### config.mk
export PLATFORM = sky130hd
export DESIGN_NAME = spi_master_multi
export DESIGN_NICKNAME = d
export VERILOG_FILES = /design/src/rtl/spi_master_multi.sv
export SDC_FILE = /design/constraint.sdc
export NUM_CORES = 1
export LEC_CHECK = 0
export ABC_AREA = 1
export BUFFER_PORTS_ARGS = -buffer_cell sky130_fd_sc_hd__buf_4
export CORE_MARGIN = 2
export CORE_UTILIZATION = 55
export DETAILED_ROUTE_END_ITERATION = 6
export GPL_TIMING_DRIVEN = 1
export PLACE_DENSITY = 0.74
export REMOVE_ABC_BUFFERS = 1
export SLEW_MARGIN = 25
export SYNTH_ARGS = -nofsm -noshare
export SYNTH_HDL_FRONTEND = slang
export SYNTH_SLANG_ARGS = --single-unit
### constraint.sdc
create_clock -name clk -period 2.6 [get_ports clk]
set_input_delay 0.26 -clock clk [delete_from_list [all_inputs] [get_ports clk]]
set_output_delay 0.26 -clock clk [all_outputs]
set_load 0.05 [all_outputs]
### src/rtl/spi_master_multi.sv
// ============================================================================
// spi_master_multi : register-mapped SPI master with runtime CPOL/CPHA, SCK
// divider, one-hot chip selects and rx-valid/overrun flags.  Rev 1.0
// ============================================================================
`default_nettype none

module spi_master_multi #(
  parameter int CS_COUNT   = 1,
  parameter int DIV_RESET  = 0,
  parameter int CPOL_RESET = 1,
  parameter int CPHA_RESET = 1
) (
  input  logic                clk,
  input  logic                rst_n,
  input  logic                avalid,
  input  logic                awe,
  input  logic [7:0]          adata,
  input  logic [1:0]          aaddr,
  output logic                bvalid,
  output logic [7:0]          bdata,
  output logic [CS_COUNT-1:0] spi_cs,
  output logic                spi_clk,
  output logic                spi_mosi,
  input  logic                spi_miso
);

  typedef enum logic [0:0] {
    S_IDLE = 1'b0,
    S_XFER = 1'b1
  } state_t;

  state_t      state_q, state_d;
  logic [2:0]  cs_idx_q, cs_idx_d;
  logic        cs_assert_q, cs_assert_d;
  logic        cpol_q, cpol_d;
  logic        cpha_q, cpha_d;
  logic [7:0]  div_q, div_d;
  logic        rx_valid_q, rx_valid_d;
  logic        ovr_q, ovr_d;
  logic [7:0]  tx_q, tx_d;
  logic [7:0]  rx_sh_q, rx_sh_d;
  logic [7:0]  rx_data_q, rx_data_d;
  logic [7:0]  hcnt_q, hcnt_d;
  logic [4:0]  ecnt_q, ecnt_d;
  logic        sclk_q, sclk_d;
  logic        mosi_q, mosi_d;
  logic        bvalid_q, bvalid_d;
  logic [7:0]  bdata_q, bdata_d;

  logic w_busy;
  logic w_wr;
  logic w_rd;

  assign w_busy = (state_q == S_XFER);
  assign w_wr   = avalid & awe;
  assign w_rd   = avalid & ~awe;

  always_comb begin
    state_d     = state_q;
    cs_idx_d    = cs_idx_q;
    cs_assert_d = cs_assert_q;
    cpol_d      = cpol_q;
    cpha_d      = cpha_q;
    div_d       = div_q;
    rx_valid_d  = rx_valid_q;
    ovr_d       = ovr_q;
    tx_d        = tx_q;
    rx_sh_d     = rx_sh_q;
    rx_data_d   = rx_data_q;
    hcnt_d      = hcnt_q;
    ecnt_d      = ecnt_q;
    sclk_d      = sclk_q;
    mosi_d      = mosi_q;
    bvalid_d    = avalid;
    bdata_d     = bdata_q;

    if (w_rd) begin
      case (aaddr)
        2'd0: bdata_d = {w_busy, rx_valid_q, cpha_q, cpol_q, cs_assert_q, cs_idx_q};
        2'd1: begin
          bdata_d    = rx_data_q;
          rx_valid_d = 1'b0;
        end
        2'd2: bdata_d = div_q;
        default: begin
          bdata_d = {7'd0, ovr_q};
          ovr_d   = 1'b0;
        end
      endcase
    end

    if (w_wr) begin
      case (aaddr)
        2'd0: if (!w_busy) begin
          cs_idx_d    = adata[2:0];
          cs_assert_d = adata[3];
          cpol_d      = adata[4];
          cpha_d      = adata[5];
        end
        2'd1: if (w_busy) begin
          ovr_d = 1'b1;
        end else begin
          state_d = S_XFER;
          hcnt_d  = 8'd0;
          ecnt_d  = 5'd0;
          // cpha=0 presents the MSB before the first edge; cpha=1 drives it on edge 1
          if (!cpha_q) begin
            mosi_d = adata[7];
            tx_d   = {adata[6:0], 1'b0};
          end else begin
            tx_d   = adata;
          end
        end
        2'd2: if (!w_busy) div_d = adata;
        default: ;
      endcase
    end

    if (state_q == S_IDLE) begin
      sclk_d = cpol_d;
    end else if (hcnt_q == div_q) begin
      hcnt_d = 8'd0;
      ecnt_d = ecnt_q + 5'd1;
      sclk_d = ~sclk_q;
      if (!ecnt_q[0]) begin
        if (!cpha_q) begin
          rx_sh_d = {rx_sh_q[6:0], spi_miso};
        end else begin
          mosi_d = tx_q[7];
          tx_d   = {tx_q[6:0], 1'b0};
        end
      end else begin
        if (cpha_q) begin
          rx_sh_d = {rx_sh_q[6:0], spi_miso};
        end else if (ecnt_q != 5'd15) begin
          mosi_d = tx_q[7];
          tx_d   = {tx_q[6:0], 1'b0};
        end
      end
      // Edge 16 ends the transfer; rx_valid set overrides a same-cycle DATA read clear
      if (ecnt_q == 5'd15) begin
        state_d    = S_IDLE;
        sclk_d     = cpol_q;
        ecnt_d     = 5'd0;
        rx_data_d  = rx_sh_d;
        rx_valid_d = 1'b1;
      end
    end else begin
      hcnt_d = hcnt_q + 8'd1;
    end
  end

  always_ff @(posedge clk or negedge rst_n) begin
    if (!rst_n) begin
      state_q     <= S_IDLE;
      cs_idx_q    <= 3'd0;
      cs_assert_q <= 1'b0;
      cpol_q      <= 1'(CPOL_RESET);
      cpha_q      <= 1'(CPHA_RESET);
      div_q       <= 8'(DIV_RESET);
      rx_valid_q  <= 1'b0;
      ovr_q       <= 1'b0;
      tx_q        <= 8'd0;
      rx_sh_q     <= 8'd0;
      rx_data_q   <= 8'd0;
      hcnt_q      <= 8'd0;
      ecnt_q      <= 5'd0;
      sclk_q      <= 1'(CPOL_RESET);
      mosi_q      <= 1'b1;
      bvalid_q    <= 1'b0;
      bdata_q     <= 8'd0;
    end else begin
      state_q     <= state_d;
      cs_idx_q    <= cs_idx_d;
      cs_assert_q <= cs_assert_d;
      cpol_q      <= cpol_d;
      cpha_q      <= cpha_d;
      div_q       <= div_d;
      rx_valid_q  <= rx_valid_d;
      ovr_q       <= ovr_d;
      tx_q        <= tx_d;
      rx_sh_q     <= rx_sh_d;
      rx_data_q   <= rx_data_d;
      hcnt_q      <= hcnt_d;
      ecnt_q      <= ecnt_d;
      sclk_q      <= sclk_d;
      mosi_q      <= mosi_d;
      bvalid_q    <= bvalid_d;
      bdata_q     <= bdata_d;
    end
  end

  for (genvar i = 0; i < CS_COUNT; i++) begin : g_cs
    assign spi_cs[i] = ~(cs_assert_q && (cs_idx_q == 3'(i)));
  end

  assign spi_clk  = sclk_q;
  assign spi_mosi = mosi_q;
  assign bvalid   = bvalid_q;
  assign bdata    = bdata_q;

endmodule

`default_nettype wire
==> results.md, run 1 <==
* Status: finished clean
* Num ports at 27
* Routed Antenna Nets at 0
* IO Port Bufs at 26
* EDFF count, synth at 0
* CP Max Fanout at 18
* Actual slew at the worst max-slew pin at 0.808 ns
* Main combinational cell family by area after synthesis: simple AND/OR/NAND/NOR gates
* Drt pass-1 iters at 5
* Share of the synthesized area in the top cell type at 44.8%
* Vias at 2797
* Post-synth top flop: dfrtp_1
* Synth Area in Compound Gates at 16.5%
* First-pass GRT wire length at 12400 um
* CTS tree: done
* Setup bufs post-CTS at 0
* Netlist Area Pre-Place at 0.00341 mm2
* Largest area contributor in the netlist: dfrtp_1
* Hold Worst Slack at 0.000503 ns
* Final core utilization at 64.6%
* Peak Freq at 547 MHz
* Initial antenna violation count at 0
* Core area at 0.00596 mm2
* FP Rows at 28
* RD Place Congestion at 0.800
* Clock sinks at 65
* Global Route Usage Sum at 24.7%
* DRT Wirelength at 7480 um
* Critical Path End Type: flip-flop
* Count of cell types in the netlist at 32
* Setup TNS at 0 ns
* RR Endpoint: rx_sh_q[0]$_DFFE_PN0P_
* Post-Synth XOR/XNOR Area at 1.80%
* CP required at 2.82 ns
* Vias in the first global route at 2605
* Initial core utilization at 57.2%
* Final setup margin at 0.772 ns
* Setup violations, final at 0
* Sequential share of the synthesized area at 47.9%
* Period minus WS final at 1.83 ns
* Post-synthesis mux area share at 0.882%
* Sequential standard cell area at 0.00163 mm2
* Asr flop ratio synth at 100%
* Die width at 82.7 um
* Root buf cell: clkbuf_8
* Max Root-Sink Buffers at 2
* Critical Path AT at 2.04 ns
* CP startpoint: cpha_q$_DFFE_PN1P_
* DR vias/cell at 5.27
* Clock Skews at 0.00955 ns
* Die area at 0.00684 mm2
* Syn avg cell area at 8.01 um2
* Crit path to: rx_sh_q[0]$_DFFE_PN0P_
* Overflow left after global routing at 0
* Synth cell count leaders: nand2_1, dfrtp_1, inv_1
* Area growth syn-to-layout at 12.9%
* Fin. Hold Viols at 0
* Count leader, synth: nand2_1
* P_leak at 1.91 nW
* Hold_buf cts at 0
* Unrepaired setup endpoints after global routing: false
* Crit path kind: reg2reg
* Peak VDD IR at 519 uV
* WL/cell at 14.1 um
* DIE HEIGHT at 82.7 um
* H-tree depth at 3
* Synthesized-area fraction occupied by adder cells at 0.735%
* Post-route DRC at 0
* Post-cts sizing count at 0
* Dpl hpwl at 5350 um
* Slew Limit Fails at 0
* # fillers at 538
* Top post-synthesis cells by area: dfrtp_1, nand2_1, o21ai_0, inv_1, o21ai_2
* Num CTS Buffers at 9
* Number of synthesis warnings at 0
* Clock slew seen by the registers of the worst setup and hold paths at 0.07 ns
* Fraction of layout cells with a size suffix above 1 at 18.6%
* Slew headroom at 46.1%
* Pwr dens at 1010 mW/mm2
* Max-Cap Viols at 0
* Post-Synth Simple-Gate Area at 23.6%
* Detailed Route Iter0 Violations at 201
* Tot Pwr at 3.87 mW
* Mapped Cells at 425
* Worst-Skew Late Latency at 0.34 ns
* Reg2reg start: cpha_q$_DFFE_PN1P_
* Hold Crit Class: in2async
* Antenna diode count at 0
* Largest net degree at the start of global routing at 66
* Period utilization at 70.3%
* R2R cell count at 4
* FF-to-FF setup slack at 0.77 ns
* Post-layout nets at 468
* Area of the multi-input gates at 0.00148 mm2
* CP Launch Type: flip-flop
* Setup Slack @ Placement at 0.775 ns
* Synth Register Bits at 65
where the power goes:
group          internal, mW  switching (mW)
registers              1.31           0.248
logic                 0.465           0.865
clock network         0.595           0.387
cell type report:
cell class                      instances  share of cell area (%)
Clock buffer                           14                    4.23
Clock inverter                          2                    1.56
Inverter                               57                    5.56
Multi-Input combinational cell        291                    38.5
Sequential cell                        65                    42.4
Tap cell                               75                    2.44
Timing Repair Buffer                   27                    5.27
cell usage in the layout, fill, tap and decap left out, types with 2 or more instances in the layout:
| cell | Yosys | layout |
|---|---|---|
| nand2_1 | 141 | 141 |
| dfrtp_1 | 61 | 61 |
| inv_1 | 46 | 46 |
| o21ai_0 | 42 | 42 |
| buf_4 | 2 | 27 |
| o21ai_2 | 14 | 14 |
| o21ai_1 | 13 | 13 |
| nor2_1 | 12 | 12 |
| nand3_1 | 12 | 12 |
| inv_2 | 11 | 11 |
| clkbuf_8 | 0 | 11 |
| o211ai_1 | 8 | 8 |
| nor2_2 | 6 | 6 |
| o22ai_1 | 6 | 6 |
| a21oi_1 | 6 | 6 |
| xor2_1 | 5 | 5 |
| nand2_2 | 4 | 4 |
| dfstp_2 | 4 | 4 |
| a31oi_1 | 3 | 3 |
| mux2i_1 | 3 | 3 |
| clkbuf_1 | 4 | 3 |
| nand3_4 | 2 | 2 |
| nand4_1 | 2 | 2 |
| xnor2_1 | 2 | 2 |
| nor3_1 | 2 | 2 |
| a221oi_1 | 2 | 2 |
| ha_1 | 2 | 2 |
| bufinv_16 | 0 | 2 |
stage by stage:
| step | cell area [um2] | cells |
|---|---|---|
| 2_1_floorplan | 3330 | 413 |
| 3_3_place_gp | 3620 | 515 |
| 3_5_place_dp | 3620 | 515 |
| 4_1_cts | 3850 | 531 |
| 5_1_grt | 3850 | 531 |
| 6_report | 3850 | 531 |
registers in the layout, summed over array words and instances, names as in the netlist, 3 cells and up:
signal,cells
bdata,8
cs_idx_q,3
div_q,8
ecnt_q,5
hcnt_q,8
rx_data_q,8
rx_sh_q,8
tx_q,8
critical path, stage by stage, from the launching register on:
cell and delay, ns:
dfstp_2 0.73, nand2_1 0.11, nand2_1 0.37, mux2i_1 0.36, o21ai_1 0.13
worst min path at each step:
| stage | to | startpoint | cells past startpoint |
|---|---|---|---|
| global route | bvalid$_DFF_PN0_ | avalid | 1 |
| global placement | bvalid$_DFF_PN0_ | avalid | 1 |
| CTS | bvalid$_DFF_PN0_ | avalid | 1 |
| floorplan | bdata[0]$_DFFE_PN0N_ | rst_n | 0 |
| finish | hcnt_q[4]$_DFFE_PN0P_ | rst_n | 1 |
| detailed placement | bvalid$_DFF_PN0_ | avalid | 1 |
cell families (layout without fill, tap and decap cells):
kind of cell,after synthesis,in the layout
AO/OA/AOI/OAI,94,94
buffers and inverters,69,100
adder cells (fa/ha/maj),2,2
multiplexers,3,3
flip-flops,65,65
XOR/XNOR,7,7
AND/OR/NAND/NOR,185,185
per-layer routing:
metal  track usage [%]  routed length [um]  up-vias
met1              35.1                3540     1308
met4              9.02                 133        0
li1                  -                   -     1413
met5                 0                   0        -
met2              38.4                3480       65
met3              3.70                 326       11
Power figures use the tool's default switching activity.
==> inputs of run 2 (changes only) <==
- CORE_UTILIZATION: 55 -> 54
- PLACE_DENSITY: 0.74 -> 0.76
- clock period: 2.6 -> 1.5 ns (I/O delays scaled with it)
==> run 2 against run 1 <==
- the run now ends with negative setup slack left
- cell count grew 8.3%
- sequential share of layout area shrank 4.7 points
- core utilization grew 7.6 points
- largest cell class is now multi-input combinational cells
- critical path depth is 6 higher
- critical path type unchanged
- clock skew increased by 0.00082 ns
- maximum frequency increased by 13%
- power grew 90%
- sequential power rose by 71%
- clock-buffer cell count down 3
- worst setup slack worse by 0.89 ns
- via count grew 15%
- global-route usage fell by 0.47 points
==> results.md, run 2 (synthesis results as in run 1) <==
* Peak VDD IR at 961 uV (+85%)
* Max Root-Sink Buffers at 2 (unchanged)
* Failing checks: negative setup slack
* Most frequent cells in the layout: nand2_1, dfrtp_1, buf_4, inv_1, o21ai_0
* Slew headroom at 70.6% (+25 points)
* Root buf cell: clkbuf_8
* Worst-Skew Late Latency at 0.35 ns (about the same)
* Pwr dens at 1700 mW/mm2 (+69%)
* Overflow left after global routing at 0 (unchanged)
* Buffers & Inverters on Critical Path at 2 (+2)
* Detailed Route Iter0 Violations at 229 (+14%)
* Period utilization at 108% (+38 points)
* Slew Limit Fails at 0 (unchanged)
* P_leak at 2.11 nW (+10%)
* WL/cell at 15.3 um (+8.6%)
* Vias at 3213 (+15%)
* Num CTS Buffers at 9 (unchanged)
* Core area at 0.00599 mm2 (+0.59%)
* Status: finished, violations left
* Peak Freq at 618 MHz (+13%)
* Period minus WS final at 1.62 ns (-0.211 ns)
* Met2 WL at 4370 um (+26%)
* Initial core utilization at 56.9% (-0.33 points)
* Actual slew at the worst max-slew pin at 0.440 ns (-0.368 ns)
* FP Rows at 28 (unchanged)
* Clock Skews at 0.0104 ns (+0.000821 ns)
* CTS tree: done
* Setup violations, final at 26 (+26)
* Commonest non-fill, non-tap cell in the layout: nand2_1
* CP delay by family, top: simple AND/OR/NAND/NOR gates
* Global Route Usage Sum at 24.2% (-0.47 points)
* Initial antenna violation count at 0 (unchanged)
* Die width at 83.4 um (+0.88%)
* Slowest cell delay on critical path at 0.44 ns (-0.29 ns)
* Post-layout nets at 512 (+9.4%)
* Metal-1 WL at 3640 um (+2.7%)
* Final instance area at 0.00432 mm2 (+12%)
* Placed cell areas at 0.00384 mm2 (+5.9%)
* Fraction of layout cells with a size suffix above 1 at 31.2% (+13 points)
* DRT Wirelength at 8790 um (+18%)
* Clock sinks at 65 (unchanged)
* Hold Crit Class: in2reg
* Max-Cap Viols at 0 (unchanged)
* Drt pass-1 iters at 6 (+1)
* Largest net degree at the start of global routing at 35 (-47%)
* Area growth syn-to-layout at 27.0%
* Num ports at 27 (unchanged)
* Slowest cell on the critical path: dfrtp_1
* Post-route DRC at 0 (unchanged)
* Die area at 0.00696 mm2 (+1.8%)
* Final setup margin at -0.118 ns (-0.889 ns)
* IO Port Bufs at 26 (unchanged)
* Critical Path AT at 1.84 ns (-0.20 ns)
* Routed Antenna Nets at 0 (unchanged)
* DIE HEIGHT at 83.4 um (+0.88%)
* CP required at 1.72 ns (-1.10 ns)
* Hold Worst Slack at 0.115 ns (+0.115 ns)
* Unrepaired setup endpoints after global routing: true
* Fin. Hold Viols at 0 (unchanged)
* Crit-path cells: inv_2 -> nand2_2 -> nand2_2 -> nor2_4 -> nand2_2 -> nor2_8 -> buf_6 -> nand2_8 -> nand2_1 -> o21ai_1
* H-tree depth at 3 (unchanged)
* Tot Pwr at 7.35 mW (+90%)
* CP Launch Type: flip-flop
* RD Place Congestion at 0.879 (+10%)
* Clock slew seen by the registers of the worst setup and hold paths at 0.08 ns (about the same)
* Antenna diode count at 0 (unchanged)
* Vias in the first global route at 2916 (+12%)
* Crit path kind: reg2reg
* Critical Path End Type: flip-flop
* Setup Slack @ Placement at -0.0542 ns (-0.829 ns)
* DR vias/cell at 5.59 (+6.1%)
* Dpl hpwl at 5600 um (+4.8%)
* CP Max Fanout at 16 (-2)
* First-pass GRT wire length at 13400 um (+7.3%)
* Uppermost layer routed: met4
* Met3 WL at 586 um (+80%)
* Crit-path most repeated cell: nand2_2
[run 2: final cells by class]
| class | instances | area, um2 |
|---|---|---|
| Timing Repair Buffer | 67 | 548 |
| Inverter | 57 | 214 |
| Sequential cell | 65 | 1630 |
| Tap cell | 75 | 93.8 |
| Clock buffer | 11 | 141 |
| Clock inverter | 5 | 55.1 |
| Fill cell | 438 | 1670 |
| Multi-Input combinational cell | 295 | 1640 |
[run 2: repair_timing]
item / CTS / global route
endpoints found under the hold margin: 28 / 0
pin swaps: 1 / 9
endpoints found under the setup margin: 26 / 41
hold buffers: 2 / 0
setup buffers: 5 / 8
gates resized for setup: 3 / 36
cloned: 0 / 4
[run 2: path summary, 6_finish.rpt]
| check | start | endpoint | slack (ns) | cells after the start |
|---|---|---|---|---|
| setup / recovery | div_q[7]$_DFFE_PN0P_ | rx_sh_q[3]$_DFFE_PN0P_ | -0.12 | 10 |
| hold / removal | adata[3] | cs_assert_q$_DFFE_PN0P_ | 0.12 | 3 |
| setup reg to reg | div_q[7]$_DFFE_PN0P_ | rx_sh_q[3]$_DFFE_PN0P_ | -0.12 | 10 |
| hold reg to reg | bdata[4]$_DFFE_PN0N_ | bdata[4]$_DFFE_PN0N_ | 0.49 | 2 |
| max in group asynchronous | rst_n | bdata[6]$_DFFE_PN0N_ | 0.70 | 3 |
| min in group asynchronous | rst_n | hcnt_q[4]$_DFFE_PN0P_ | 0.28 | 2 |
[run 2: where the power goes]
group          leakage, nW  internal (mW)  switching (mW)
Combinational         1.19           1.28            1.88
Sequential           0.824           2.28           0.398
Clock               0.0953          0.807           0.708
Total                 2.11           4.36            2.99
[run 2: worst min-delay path: cells and delay by family]
family                 cells  cell delay, ns
buffers and inverters      2            0.19
AO/OA/AOI/OAI              1            0.08
[run 2: per-layer routing]
layer  global-route usage, %  vias up
li1                        -     1514
met1                    31.2     1526
met2                    40.3      146
met3                    4.37       27
met4                    10.3        0
met5                       0        -
[run 2: per-stage QoR]
step,TNS [ns],std cells,utilization (%)
global placement,-0.275,540,64.0
CTS,-0.380,563,68.5
detailed placement,-1.00,540,64.0
finish,-1.30,575,72.2
floorplan,-0.597,413,-
global route,-3.11,575,72.2
